`src/rtl/draw_list_sequencer.sv`:
```
// draw_list_sequencer
// Walks NUM_LAYERS programmable draw layers in ascending order and, inside each
// valid layer, issues one draw request per item through a req/done handshake.
// Layer enables and item counts are captured when a frame starts, so the game
// logic may change them freely while a frame is being drawn.
//
// Ports:
//   clock, reset    system clock, asynchronous active-high reset
//   start, abort    begin a frame (IDLE only) / cancel the frame in progress
//   layer_enable    one include bit per layer
//   layer_count     packed per-layer item counts, ID_W+1 bits per layer
//   draw_req        request to the datapath, held until draw_done
//   draw_layer      layer of the current request
//   draw_item       item of the current request
//   draw_done       datapath finished the current item
//   busy            high whenever a frame is in progress
//   frame_done      one-cycle pulse on normal frame completion
//   frame_count     completed-frame counter, wraps
module draw_list_sequencer #(
  parameter int NUM_LAYERS = 8,
  parameter int ID_W       = 3,
  parameter int LAYER_W    = 3,
  parameter int FRAME_W    = 8
) (
  input  logic                           clock,
  input  logic                           reset,
  input  logic                           start,
  input  logic                           abort,
  input  logic [NUM_LAYERS-1:0]          layer_enable,
  input  logic [NUM_LAYERS*(ID_W+1)-1:0] layer_count,
  output logic                           draw_req,
  output logic [LAYER_W-1:0]             draw_layer,
  output logic [ID_W-1:0]                draw_item,
  input  logic                           draw_done,
  output logic                           busy,
  output logic                           frame_done,
  output logic [FRAME_W-1:0]             frame_count
);

  typedef enum logic [2:0] {
    S_IDLE = 3'd0,
    S_SCAN = 3'd1,
    S_REQ  = 3'd2,
    S_NEXT = 3'd3,
    S_DONE = 3'd4
  } state_t;

  localparam int CW = ID_W + 1;
  localparam logic [ID_W:0]      MAX_COUNT  = {1'b1, {ID_W{1'b0}}};
  localparam logic [LAYER_W-1:0] LAST_LAYER = LAYER_W'(NUM_LAYERS - 1);

  state_t                      state_q, state_d;
  logic [LAYER_W-1:0]          layer_q, layer_d;
  // One bit wider than draw_item so a full layer of 2^ID_W items never wraps.
  logic [ID_W:0]               item_q, item_d;
  logic [NUM_LAYERS-1:0]       enable_q, enable_d;
  logic [NUM_LAYERS*CW-1:0]    count_q, count_d;
  logic                        draw_req_q, draw_req_d;
  logic                        busy_q, busy_d;
  logic                        frame_done_q, frame_done_d;
  logic [FRAME_W-1:0]          frame_count_q, frame_count_d;

  logic [NUM_LAYERS*CW-1:0]    clamped_count_s;
  logic [ID_W:0]               cur_count_s;
  logic                        cur_enable_s;
  logic                        cur_valid_s;
  logic                        last_layer_s;
  logic                        more_items_s;

  // Clamp each incoming count to the layer capacity before it is snapshotted.
  always_comb begin
    clamped_count_s = {(NUM_LAYERS*CW){1'b0}};
    for (int l = 0; l < NUM_LAYERS; l++) begin
      clamped_count_s[l*CW +: CW] = (layer_count[l*CW +: CW] > MAX_COUNT) ?
                                    MAX_COUNT : layer_count[l*CW +: CW];
    end
  end

  // Select the snapshot enable/count of the layer currently being walked.
  always_comb begin
    cur_count_s  = {CW{1'b0}};
    cur_enable_s = 1'b0;
    for (int l = 0; l < NUM_LAYERS; l++) begin
      cur_count_s  = (layer_q == LAYER_W'(l)) ? count_q[l*CW +: CW] : cur_count_s;
      cur_enable_s = (layer_q == LAYER_W'(l)) ? enable_q[l] : cur_enable_s;
    end
    cur_valid_s  = cur_enable_s && (cur_count_s != {CW{1'b0}});
    last_layer_s = (layer_q == LAST_LAYER);
    more_items_s = ((item_q + CW'(1'b1)) < cur_count_s);
  end

  // Next-state, walk counters and registered-output values.
  always_comb begin
    state_d     = state_q;
    layer_d     = layer_q;
    item_d      = item_q;
    enable_d    = enable_q;
    count_d     = count_q;

    if (abort && (state_q != S_IDLE)) begin
      // Abort wins over draw_done and never completes the frame.
      state_d = S_IDLE;
      layer_d = {LAYER_W{1'b0}};
      item_d  = {CW{1'b0}};
    end else begin
      case (state_q)
        S_IDLE: begin
          if (start && !abort) begin
            state_d  = S_SCAN;
            layer_d  = {LAYER_W{1'b0}};
            item_d   = {CW{1'b0}};
            enable_d = layer_enable;
            count_d  = clamped_count_s;
          end else begin
            state_d = S_IDLE;
          end
        end
        S_SCAN: begin
          if (cur_valid_s) begin
            state_d = S_REQ;
          end else if (last_layer_s) begin
            state_d = S_DONE;
          end else begin
            layer_d = layer_q + LAYER_W'(1'b1);
          end
        end
        S_REQ: begin
          if (draw_done) begin
            state_d = S_NEXT;
          end else begin
            state_d = S_REQ;
          end
        end
        S_NEXT: begin
          if (more_items_s) begin
            item_d  = item_q + CW'(1'b1);
            state_d = S_REQ;
          end else begin
            item_d = {CW{1'b0}};
            if (last_layer_s) begin
              state_d = S_DONE;
            end else begin
              layer_d = layer_q + LAYER_W'(1'b1);
              state_d = S_SCAN;
            end
          end
        end
        S_DONE: begin
          state_d = S_IDLE;
        end
        default: begin
          state_d = S_IDLE;
        end
      endcase
    end

    // Outputs are derived from the next state so they register with it.
    draw_req_d    = (state_d == S_REQ);
    busy_d        = (state_d != S_IDLE);
    frame_done_d  = (state_d == S_DONE);
    frame_count_d = (state_d == S_DONE) ? (frame_count_q + FRAME_W'(1'b1)) : frame_count_q;
  end

  // State, snapshot and output registers.
  always_ff @(posedge clock or posedge reset) begin
    if (reset) begin
      state_q       <= S_IDLE;
      layer_q       <= {LAYER_W{1'b0}};
      item_q        <= {CW{1'b0}};
      enable_q      <= {NUM_LAYERS{1'b0}};
      count_q       <= {(NUM_LAYERS*CW){1'b0}};
      draw_req_q    <= 1'b0;
      busy_q        <= 1'b0;
      frame_done_q  <= 1'b0;
      frame_count_q <= {FRAME_W{1'b0}};
    end else begin
      state_q       <= state_d;
      layer_q       <= layer_d;
      item_q        <= item_d;
      enable_q      <= enable_d;
      count_q       <= count_d;
      draw_req_q    <= draw_req_d;
      busy_q        <= busy_d;
      frame_done_q  <= frame_done_d;
      frame_count_q <= frame_count_d;
    end
  end

  assign draw_req    = draw_req_q;
  assign draw_layer  = layer_q;
  assign draw_item   = item_q[ID_W-1:0];
  assign busy        = busy_q;
  assign frame_done  = frame_done_q;
  assign frame_count = frame_count_q;

endmodule

```
`config.mk`:
```
export PLATFORM = sky130hd
export DESIGN_NAME = draw_list_sequencer
export DESIGN_NICKNAME = d
export VERILOG_FILES = /design/src/rtl/draw_list_sequencer.sv
export SDC_FILE = /design/constraint.sdc
export NUM_CORES = 1
export LEC_CHECK = 0
export ABC_AREA = 1
export BUFFER_PORTS_ARGS = -buffer_cell sky130_fd_sc_hd__buf_2
export CORE_MARGIN = 1
export CORE_UTILIZATION = 55
export DETAILED_ROUTE_END_ITERATION = 10
export PLACE_DENSITY_LB_ADDON = 0.1
export SLEW_MARGIN = 25
export SYNTH_ARGS = -nofsm -noshare
export SYNTH_HDL_FRONTEND = slang
export SYNTH_SLANG_ARGS = --single-unit
```
`constraint.sdc`:
```
create_clock -name clock -period 7.99 [get_ports clock]
set_input_delay 1.598 -clock clock [delete_from_list [all_inputs] [get_ports clock]]
set_output_delay 1.598 -clock clock [all_outputs]
set_load 0.01 [all_outputs]
```
== Yosys cells after proc, flatten, opt, wreduce, memory -nomap -nowiden ==
Index checks and enable logic that the tools add are counted.

* Register bits after elaboration: 61
* Input bits: 45
* Output and inout port bits: 17

* Add/sub/neg operators: 3
* Magnitude comparators: 9
* Eq/ne operators: 15
* Mux-type cells: 42
* Bitwise logic cells: 1
* Reductions and logical operators: 14

{| class="wikitable"
|+ Operator list
! cell !! number
|-
| $mux W4 || 19
|-
| $gt A4 B4 Y1 const B || 8
|-
| $mux W3 || 10
|-
| $eq A3 B2 Y1 const B || 5
|-
| $eq A3 B3 Y1 const B || 5
|-
| $pmux W3 S4 || 1
|-
| $mux W1 || 10
|-
| $ne A3 B3 Y1 const B || 3
|-
| $pmux W3 S3 || 1
|-
| $reduce_bool A3 Y1 || 3
|-
| $add A8 B1 Y8 const B || 1
|-
| $pmux W4 S2 || 1
|-
| $reduce_bool A4 Y1 || 2
|-
| $eq A3 B1 Y1 const B || 2
|-
| $logic_not A3 Y1 || 2
|-
| $add A4 B1 Y4 const B || 1
|-
| $lt A4 B4 Y1 || 1
|-
| $reduce_and A4 Y1 || 1
|-
| $add A3 B1 Y3 const B || 1
|-
| $logic_and A1 B1 Y1 || 3
|-
| $reduce_and A3 Y1 || 1
|-
| $reduce_and A2 Y1 || 1
|-
| $logic_not A1 Y1 || 1
|-
| $not A1 Y1 || 1
|}

== Longest topological paths before layout ==
Gate-level depths: netlist of the first run.

* Depth in word-level cells: 15
* Gate-level depth with buffers: 24

== Worst setup path after synthesis of the first run ==
OpenSTA, ideal clock, no wires.

* Path kind: in2reg
* Start point: input abort
* End point: register item_q[3]
* Library setup time: 0.133 ns
* Arrival time: 2.495 ns
* Data required time: 7.857 ns
* Slack: 5.362 ns
* Stages: 7
* Path buffers: 0
* Path through: inv_1 -> nand3_1 -> inv_1 -> nor3_1 -> inv_1 -> nand2_1 -> o22ai_1

* Cells in the longest elaborated chain, start to end: 4
* Elaborated cells between the ends (all ways): 7
* Classes of those cells: 1 x eq/ne; 1 x mux; 5 x reduce/logical

{| class="wikitable"
|+ RTL lines
! element !! RTL line !! RTL
|-
| from (decl) || 28 || <nowiki>input logic abort,</nowiki>
|-
| $logic_not A1 Y1 || 108 || <nowiki>if (start && !abort) begin</nowiki>
|-
| $logic_and A1 B1 Y1 || 108 ||
|-
| $ne A3 B3 Y1 (no source line) || -- ||
|-
| $reduce_and A2 Y1 (no source line) || -- ||
|-
| to (signal assigned) || 169 || <nowiki>item_q <= {CW{1'b0}};</nowiki>
|-
| to (signal assigned) || 179 || <nowiki>item_q <= item_d;</nowiki>
|-
| to (decl) || 55 || <nowiki>logic [ID_W:0] item_q, item_d;</nowiki>
|}

Several ways; a longest one is shown, not always the timed one.
A chain may end at the register's enable or synchronous reset.

== Worst setup path in the final report of the first run ==
* Start point: input abort
* End point: register item_q[1]

Same word-level chain as after synthesis.

==> metrics.txt, run 1 <==
# TYPE chip_impl_metric gauge
chip_impl_metric{name="finalSetupViolations",unit=""} 0
chip_impl_info{name="crit_start",value="abort"} 1
chip_impl_metric{name="detail_route.wirelength",unit="mm"} 7.15
chip_impl_info{name="timing.critical_path.to_type",value="flop"} 1
chip_impl_info{name="top_post_synthesis_cells_by_area",value="dfrtp_1 (46%), nand2_1 (15%), inv_1 (7.3%)"} 1
chip_impl_metric{name="die_span_in_y",unit="µm"} 79.5
chip_impl_metric{name="number_of_top_level_pins",unit=""} 62
chip_impl_metric{name="finalWorstPathRequiredPeriod",unit="ns"} 3.33
chip_impl_metric{name="clock_insertion_delay_worst_skew",unit="ns"} 0.34
chip_impl_metric{name="cts_buffer_depth",unit=""} 2
chip_impl_metric{name="remaining_drcs",unit=""} 0
chip_impl_metric{name="layout_worst_path_cycle_share",unit="%"} 41.7
chip_impl_metric{name="grt_antenna_before_repair",unit=""} 0
chip_impl_metric{name="start_util",unit="%"} 58.5
chip_impl_metric{name="synth-async-reset-ratio",unit="%"} 100
chip_impl_info{name="critical-path-top-delay-family",value="buffers and inverters"} 1
chip_impl_metric{name="place.detailed.hpwl",unit="mm"} 4.95
chip_impl_metric{name="finalMaxSlewViolations",unit=""} 0
chip_impl_metric{name="timing.reg2reg.setup_slack",unit="ns"} 4.89
chip_impl_metric{name="final_hold_viol_count",unit=""} 0
chip_impl_metric{name="dr.pass1.iters",unit=""} 4
chip_impl_metric{name="count_of_flip_flops_with_a_built_in_enable_after_synthesis",unit=""} 0
chip_impl_info{name="worst-setup-path-type",value="input port to flop"} 1
chip_impl_metric{name="cp.arrival",unit="ns"} 3.55
chip_impl_metric{name="path_clk_slew",unit="ns"} 0.07
chip_impl_metric{name="routedLengthMet1",unit="mm"} 3.38
chip_impl_metric{name="timing.fmax",unit="MHz"} 300
chip_impl_metric{name="timing.setup.tns",unit="ns"} 0
chip_impl_metric{name="postRouteAntennaNets",unit=""} 0
chip_impl_info{name="worst_path_most_repeated_cell",value="inv_1"} 1
chip_impl_info{name="run_status",value="completed"} 1
chip_impl_metric{name="cpPeakStageDelay",unit="ns"} 0.59
chip_impl_info{name="rsz0062_at_grt",value="false"} 1
chip_impl_metric{name="chipWidth",unit="µm"} 79.5
chip_impl_metric{name="via_count",unit=""} 2912
chip_impl_info{name="timing.hold.worst.class",value="flop to flop"} 1
chip_impl_metric{name="numClockSinks",unit=""} 61
chip_impl_metric{name="fill_cells",unit=""} 475
chip_impl_metric{name="critical_path_cell_count",unit=""} 9
chip_impl_metric{name="synth_seq_area_share",unit="%"} 46.3
chip_impl_info{name="synth_largest_area_cell",value="dfrtp_1"} 1
chip_impl_metric{name="tightest_slew_margin_relative_to_the_limit",unit="%"} 49.6
chip_impl_info{name="clockRootBuffer",value="clkbuf_8"} 1
chip_impl_info{name="worst_path_max_delay_cell",value="nor3_1"} 1
chip_impl_metric{name="required",unit="ns"} 8.21
chip_impl_metric{name="gp_routability_congestion",unit=""} 0.865
chip_impl_metric{name="postSynthCellCount",unit=""} 430
chip_impl_info{name="timing.critical_path.from_type",value="input port"} 1
chip_impl_info{name="clock_tree_from_tritoncts",value="done"} 1
chip_impl_metric{name="r2r.worst_path.cells",unit=""} 18
chip_impl_metric{name="grt_use_total",unit="%"} 26.4
chip_impl_metric{name="place.port_buffers",unit=""} 61
chip_impl_info{name="top_layer",value="met4"} 1
chip_impl_info{name="synth.cells.most_frequent",value="nand2_1 (132), inv_1 (64), dfrtp_1 (61)"} 1
chip_impl_metric{name="power_per_cell_area",unit="nW/µm²"} 313
chip_impl_metric{name="number_of_global_route_vias_before_repair",unit=""} 2777
chip_impl_metric{name="routed_wl_per_cell",unit="µm"} 12.5
chip_impl_metric{name="total_of_flip_flops_plus_latches_after_synthesis",unit=""} 61
chip_impl_metric{name="grt_overflow",unit=""} 0
chip_impl_metric{name="synth_area",unit="µm²"} 3300
chip_impl_metric{name="p_leak",unit="nW"} 2.17
chip_impl_metric{name="cap_violations",unit=""} 0
chip_impl_info{name="yosys.cell_count.top_type",value="nand2_1"} 1
chip_impl_metric{name="synth.distinct_cells",unit=""} 29
chip_impl_metric{name="grt_start_max_net_pins",unit=""} 62
chip_impl_info{name="crit_chain",value="buf_2 > inv_1 > nand3_1 > buf_4 > inv_1 > nor3_1 > inv_1 > nand2_1 > o21ai_0"} 1
chip_impl_metric{name="cts_max_level",unit=""} 3
chip_impl_metric{name="fin_worst_skew",unit="ns"} 0.00751
chip_impl_metric{name="buf_inv_on_cp",unit=""} 5
chip_impl_metric{name="worstMarginPinSlew",unit="ns"} 0.757
chip_impl_metric{name="postSynthAreaPerCell",unit="µm²"} 7.67
chip_impl_metric{name="antenna-diode-count",unit=""} 0
chip_impl_metric{name="pre_cts_worst_setup_slack",unit="ns"} 4.37
chip_impl_metric{name="net_count_after_synthesis",unit=""} 486
chip_impl_metric{name="peakVddDrop",unit="mV"} 0.167
chip_impl_metric{name="areaGrowthSynthToFinish",unit="%"} 17.6
chip_impl_metric{name="first_pass_grt_wire_length",unit="mm"} 12.6
chip_impl_metric{name="post_route_cells_drive_above_1_share",unit="%"} 19.1
chip_impl_info{name="crit_path_end",value="item_q[1]$_DFFE_PP0P_"} 1
chip_impl_metric{name="die-area",unit="µm²"} 6310
chip_impl_metric{name="num-nets-final",unit=""} 549
chip_impl_metric{name="crit_fanout",unit=""} 33
chip_impl_metric{name="wire_length_on_met2",unit="mm"} 3.20
chip_impl_metric{name="cts_repair_resize_count",unit=""} 0
chip_impl_info{name="worstReg2RegStart",value="draw_layer[0]$_DFFE_PP0P_"} 1
chip_impl_metric{name="synth_top_area_share",unit="%"} 46.3
chip_impl_metric{name="num_rows",unit=""} 27
chip_impl_info{name="r2r_end",value="draw_layer[2]$_DFFE_PP0P_"} 1
chip_impl_metric{name="cts_buffers",unit=""} 9
chip_impl_metric{name="drtIter0Drc",unit=""} 160
chip_impl_metric{name="synth_warnings",unit=""} 0
chip_impl_metric{name="fp.coreArea",unit="µm²"} 5640
chip_impl_metric{name="met3_wire_length",unit="µm"} 396
chip_impl_metric{name="holdBufCountCts",unit=""} 0
chip_impl_metric{name="layout_setup_ws",unit="ns"} 4.66
chip_impl_metric{name="detail_route.vias_per_cell",unit=""} 5.11
chip_impl_info{name="synthFlopType",value="dfrtp_1"} 1
chip_impl_metric{name="cts_setup_buffers",unit=""} 0
==> area by class of cell <==
type,instances,area [µm²],share of cell area (%)
Clock inverter,4,95.1,2.45
Multi-Input combinational cell,292,1460,37.5
Inverter,66,248,6.39
Tap cell,72,90.1,2.32
Timing Repair Buffer,63,320,8.26
Clock buffer,12,145,3.74
Sequential cell,61,1530,39.3
==> logic make-up (layout without fill, tap and decap cells) <==
| logic type | Yosys count | count (layout) | share of synthesized area (%) |
|---|---|---|---|
| flip-flops | 61 | 61 | 46.3 |
| XOR/XNOR | 8 | 8 | 2.12 |
| adder cells (fa/ha/maj) | 11 | 11 | 4.17 |
| AND/OR/NAND/NOR | 217 | 217 | 28.0 |
| AO/OA/AOI/OAI | 56 | 56 | 9.82 |
| buffers and inverters | 77 | 145 | 9.63 |
==> per-layer routing <==
metal | global-route usage [%] | vias to the layer above
li1 | - | 1471
met1 | 36.0 | 1346
met2 | 40.3 | 82
met3 | 4.80 | 13
met4 | 13.1 | 0
met5 | 0 | -
==> power by group <==
| part | internal [mW] | switching, mW |
|---|---|---|
| Combinational | 0.149 | 0.270 |
| Sequential | 0.410 | 0.0481 |
| Clock | 0.216 | 0.122 |
==> cell usage in the layout (no fill, tap or decap) <==
cell,netlist,routed
a21oi_1,12,12
a22o_1,9,9
buf_2,0,61
buf_4,3,2
bufinv_16,0,3
clkbuf_1,6,2
clkbuf_8,1,10
clkinv_1,1,1
clkinv_2,0,1
dfrtp_1,61,61
ha_1,11,11
inv_1,64,63
inv_2,1,2
nand2_1,132,132
nand2_2,9,9
nand2_4,2,2
nand3_1,31,31
nand3_2,1,1
nand3b_1,1,1
nand4_1,4,4
nor2_1,30,30
nor2_2,1,1
nor3_1,4,4
o211ai_1,2,2
o21ai_0,27,27
o21ai_1,4,4
o21ai_2,1,1
o22ai_1,1,1
or2_2,2,2
xnor2_1,2,2
xor2_1,6,6
==> per-stage QoR <==
step	std cells	utilization (%)	hold slack (ns)	power [mW]	instance area (µm²)
floorplan	430	-	0.441	0.768	3300
global route	570	68.8	0.520	1.32	3880
global placement	554	64.5	0.456	0.863	3640
finish	570	68.8	0.483	1.21	3880
CTS	570	68.8	0.486	1.22	3880
detailed placement	554	64.5	0.469	0.876	3640
==> registers in the layout, summed over array words and instances (netlist names) <==
| register | flops |
|---|---|
| draw_layer | 3 |
| draw_req | 1 |
| busy | 1 |
| item_q | 4 |
| count_q | 32 |
| enable_q | 8 |
| frame_done | 1 |
| frame_count | 8 |
| state_q | 3 |
==> worst min-delay path by stage <==
stage | start | end | cells after the start
after global placement | enable_q[6]$_DFFE_PP0P_ | enable_q[6]$_DFFE_PP0P_ | 2
after detailed placement | enable_q[3]$_DFFE_PP0P_ | enable_q[3]$_DFFE_PP0P_ | 2
after CTS | enable_q[3]$_DFFE_PP0P_ | enable_q[3]$_DFFE_PP0P_ | 2
after floorplan | enable_q[6]$_DFFE_PP0P_ | enable_q[6]$_DFFE_PP0P_ | 2
after global routing | count_q[11]$_DFFE_PP0P_ | count_q[11]$_DFFE_PP0P_ | 2
final | enable_q[3]$_DFFE_PP0P_ | enable_q[3]$_DFFE_PP0P_ | 2
==> worst min-delay path, delay by kind of cell, from the launching register on <==
kind             cells  cell delay, ns
flip-flops           1            0.34
AND/OR/NAND/NOR      2            0.11
Power figures use the tool's default switching activity.
==> inputs of run 2 (changes only) <==
==> constraint.sdc (replaced) <==
create_clock -name clock -period 3.1 [get_ports clock]
set_input_delay 0.62 -clock clock [delete_from_list [all_inputs] [get_ports clock]]
set_output_delay 0.62 -clock clock [all_outputs]
set_load 0.01 [all_outputs]
==> metrics.txt, run 2 (synthesis gave the netlist of run 1 again) <==
# TYPE chip_impl_metric gauge
chip_impl_info{name="run_status",value="completed"} 1
chip_impl_metric{name="r2r.worst_path.cells",unit=""} 22
chip_impl_metric{name="timing.setup.tns",unit="ns"} 0
chip_impl_metric{name="fp.coreArea",unit="µm²"} 5640
chip_impl_info{name="clockRootBuffer",value="clkbuf_8"} 1
chip_impl_metric{name="chipWidth",unit="µm"} 79.5
chip_impl_metric{name="routedLengthMet1",unit="mm"} 3.57
chip_impl_metric{name="numClockSinks",unit=""} 61
chip_impl_info{name="worstReg2RegStart",value="draw_layer[0]$_DFFE_PP0P_"} 1
chip_impl_metric{name="cts_buffer_depth",unit=""} 2
chip_impl_metric{name="share_comb_of_total_power",unit="%"} 36.7
chip_impl_metric{name="via_count",unit=""} 2874
chip_impl_info{name="timing.critical_path.to_type",value="flop"} 1
chip_impl_metric{name="postRouteAntennaNets",unit=""} 0
chip_impl_metric{name="tightest_slew_margin_relative_to_the_limit",unit="%"} 67.3
chip_impl_info{name="worst-setup-path-type",value="flop to flop"} 1
chip_impl_metric{name="design_area",unit="µm²"} 3860
chip_impl_metric{name="grt_antenna_before_repair",unit=""} 0
chip_impl_info{name="rsz0062_at_grt",value="false"} 1
chip_impl_metric{name="cap_violations",unit=""} 0
chip_impl_metric{name="pre_cts_worst_setup_slack",unit="ns"} 0.148
chip_impl_metric{name="path_clk_slew",unit="ns"} 0.07
chip_impl_metric{name="clock_power_share",unit="%"} 23.3
chip_impl_metric{name="layout_setup_ws",unit="ns"} 0.278
chip_impl_metric{name="die_span_in_y",unit="µm"} 79.5
chip_impl_metric{name="first_pass_grt_wire_length",unit="mm"} 12.2
chip_impl_info{name="layout.cells.most_common",value="nand2_1"} 1
chip_impl_info{name="timing.critical_path.from_type",value="flop"} 1
chip_impl_metric{name="peakVddDrop",unit="mV"} 0.472
chip_impl_metric{name="detail_route.vias_per_cell",unit=""} 5.02
chip_impl_metric{name="remaining_drcs",unit=""} 0
chip_impl_metric{name="switchingPower",unit="mW"} 1.15
chip_impl_info{name="r2r_end",value="frame_count[2]$_DFFE_PP0N_"} 1
chip_impl_metric{name="start_util",unit="%"} 58.5
chip_impl_metric{name="grt_start_max_net_pins",unit=""} 34
chip_impl_metric{name="areaGrowthSynthToFinish",unit="%"} 17.0
chip_impl_metric{name="die-area",unit="µm²"} 6310
chip_impl_metric{name="place.detailed.hpwl",unit="mm"} 5.26
chip_impl_metric{name="routed_wl_per_cell",unit="µm"} 12.5
chip_impl_metric{name="met3_wire_length",unit="µm"} 405
chip_impl_metric{name="cts_max_level",unit=""} 3
chip_impl_metric{name="wire_length_on_met2",unit="mm"} 3.11
chip_impl_metric{name="worstMarginPinSlew",unit="ns"} 0.487
chip_impl_metric{name="post_route_cells_drive_above_1_share",unit="%"} 20.4
chip_impl_metric{name="required",unit="ns"} 3.35
chip_impl_metric{name="seqPwrFrac",unit="%"} 40.0
chip_impl_metric{name="gp_routability_congestion",unit=""} 0.886
chip_impl_metric{name="dr.pass1.iters",unit=""} 5
chip_impl_metric{name="switching_share",unit="%"} 38.7
chip_impl_metric{name="grt_use_total",unit="%"} 25.3
chip_impl_metric{name="clock_insertion_delay_worst_skew",unit="ns"} 0.35
chip_impl_metric{name="detail_route.wirelength",unit="mm"} 7.17
chip_impl_metric{name="num-nets-final",unit=""} 552
chip_impl_metric{name="timing.fmax",unit="MHz"} 354
chip_impl_metric{name="crit_fanout",unit=""} 11
chip_impl_metric{name="cts_buffers",unit=""} 9
chip_impl_metric{name="fin_worst_skew",unit="ns"} 0.0105
chip_impl_metric{name="place.port_buffers",unit=""} 61
chip_impl_metric{name="antenna-diode-count",unit=""} 0
chip_impl_metric{name="placement.cell_area",unit="µm²"} 3650
chip_impl_metric{name="layout_worst_path_cycle_share",unit="%"} 91.0
chip_impl_metric{name="cp.arrival",unit="ns"} 3.07
chip_impl_info{name="top_layer",value="met4"} 1
chip_impl_info{name="regMostFlops",value="count_q"} 1
chip_impl_metric{name="final-instance-count-excl-fill",unit=""} 573
chip_impl_metric{name="largest_reg_flops",unit=""} 32
chip_impl_metric{name="num_rows",unit=""} 27
chip_impl_info{name="clock_tree_from_tritoncts",value="done"} 1
chip_impl_info{name="timing.hold.worst.class",value="input port to asynchronous set/reset pin"} 1
chip_impl_metric{name="finalSetupViolations",unit=""} 0
chip_impl_metric{name="grt_overflow",unit=""} 0
chip_impl_metric{name="power_per_cell_area",unit="nW/µm²"} 768
chip_impl_metric{name="fill_cells",unit=""} 477
chip_impl_metric{name="final_hold_viol_count",unit=""} 0
chip_impl_metric{name="dp_cells",unit=""} 556
chip_impl_metric{name="drtIter0Drc",unit=""} 168
chip_impl_metric{name="p_leak",unit="nW"} 2.16
chip_impl_metric{name="number_of_global_route_vias_before_repair",unit=""} 2728
chip_impl_metric{name="timing.reg2reg.setup_slack",unit="ns"} 0.28
chip_impl_metric{name="finalMaxSlewViolations",unit=""} 0
chip_impl_metric{name="intPower",unit="mW"} 1.82
chip_impl_metric{name="finalWorstPathRequiredPeriod",unit="ns"} 2.82
chip_impl_metric{name="number_of_top_level_pins",unit=""} 62
chip_impl_info{name="most_frequent_cells_in_the_layout",value="nand2_1 (132), inv_1 (63), buf_2 (61)"} 1
-- run 2: worst max-delay path by stage --
stage	startpoint	end	slack (ns)	cells past startpoint
after floorplan	draw_layer[0]$_DFFE_PP0P_	busy$_DFF_PP0_	0.51	20
after global placement	draw_layer[1]$_DFFE_PP0P_	draw_layer[1]$_DFFE_PP0P_	0.29	19
after detailed placement	draw_layer[1]$_DFFE_PP0P_	draw_layer[0]$_DFFE_PP0P_	0.15	19
after CTS	draw_layer[1]$_DFFE_PP0P_	draw_layer[0]$_DFFE_PP0P_	0.12	19
after global routing	draw_layer[0]$_DFFE_PP0P_	frame_count[2]$_DFFE_PP0N_	0.008	22
final	draw_layer[0]$_DFFE_PP0P_	frame_count[2]$_DFFE_PP0N_	0.28	22
-- run 2: per-layer routing --
layer / up-vias / global-route usage (%)
met5: - / 0
met4: 0 / 9.09
met3: 11 / 5.94
met2: 83 / 37.7
met1: 1298 / 35.7
li1: 1482 / -
-- run 2: layout make-up --
| type | count | area, µm² | share of cell area [%] |
|---|---|---|---|
| sequential | 61 | 1530 | 39.6 |
| clock inverter | 6 | 63.8 | 1.65 |
| clock buffer | 10 | 128 | 3.31 |
| tap | 72 | 90.1 | 2.33 |
| inverter | 66 | 248 | 6.42 |
| timing repair buffer | 66 | 343 | 8.88 |
| multi-input combinational | 292 | 1460 | 37.8 |
-- run 2: power by group through the flow --
| stage | Sequential (mW) | Clock, mW | Combinational [mW] |
|---|---|---|---|
| after floorplan | 1.16 | 0 | 0.815 |
| after global placement | 1.20 | 0 | 1.04 |
| after detailed placement | 1.20 | 0 | 1.07 |
| after CTS | 1.18 | 0.700 | 1.08 |
| after global routing | 1.21 | 0.739 | 1.26 |
| final | 1.19 | 0.692 | 1.09 |
-- run 2: critical path: stages (launching register included) --
cell	delay (ns)
dfrtp_1	0.44
ha_1	0.25
ha_1	0.23
inv_1	0.18
o21ai_1	0.10
inv_1	0.06
nand2_1	0.06
nand2_1	0.06
nand2_1	0.05
nand2_1	0.08
nand2_1	0.07
nand2_1	0.06
nand2_1	0.08
ha_1	0.28
nand2_1	0.05
nand2_1	0.06
nand2_2	0.07
nand2_2	0.08
nand2_2	0.06
nand2_4	0.11
nand2_2	0.17
nand2_1	0.11
nand2_1	0.05
-- run 2: repair_timing --
action	in CTS	in global routing
setup buffers	0	1
hold buffers	0	0
endpoints found under the setup margin	0	18
resized for setup	0	3
-- run 2: stage by stage --
| stage | hold WS (ns) | power (mW) | util (%) |
|---|---|---|---|
| 2_1_floorplan | 0.441 | 1.98 | - |
| 3_3_place_gp | 0.458 | 2.23 | 64.8 |
| 3_5_place_dp | 0.461 | 2.27 | 64.8 |
| 4_1_cts | 0.271 | 2.96 | 68.2 |
| 5_1_grt | 0.297 | 3.21 | 68.4 |
| 6_report | 0.259 | 2.97 | 68.4 |
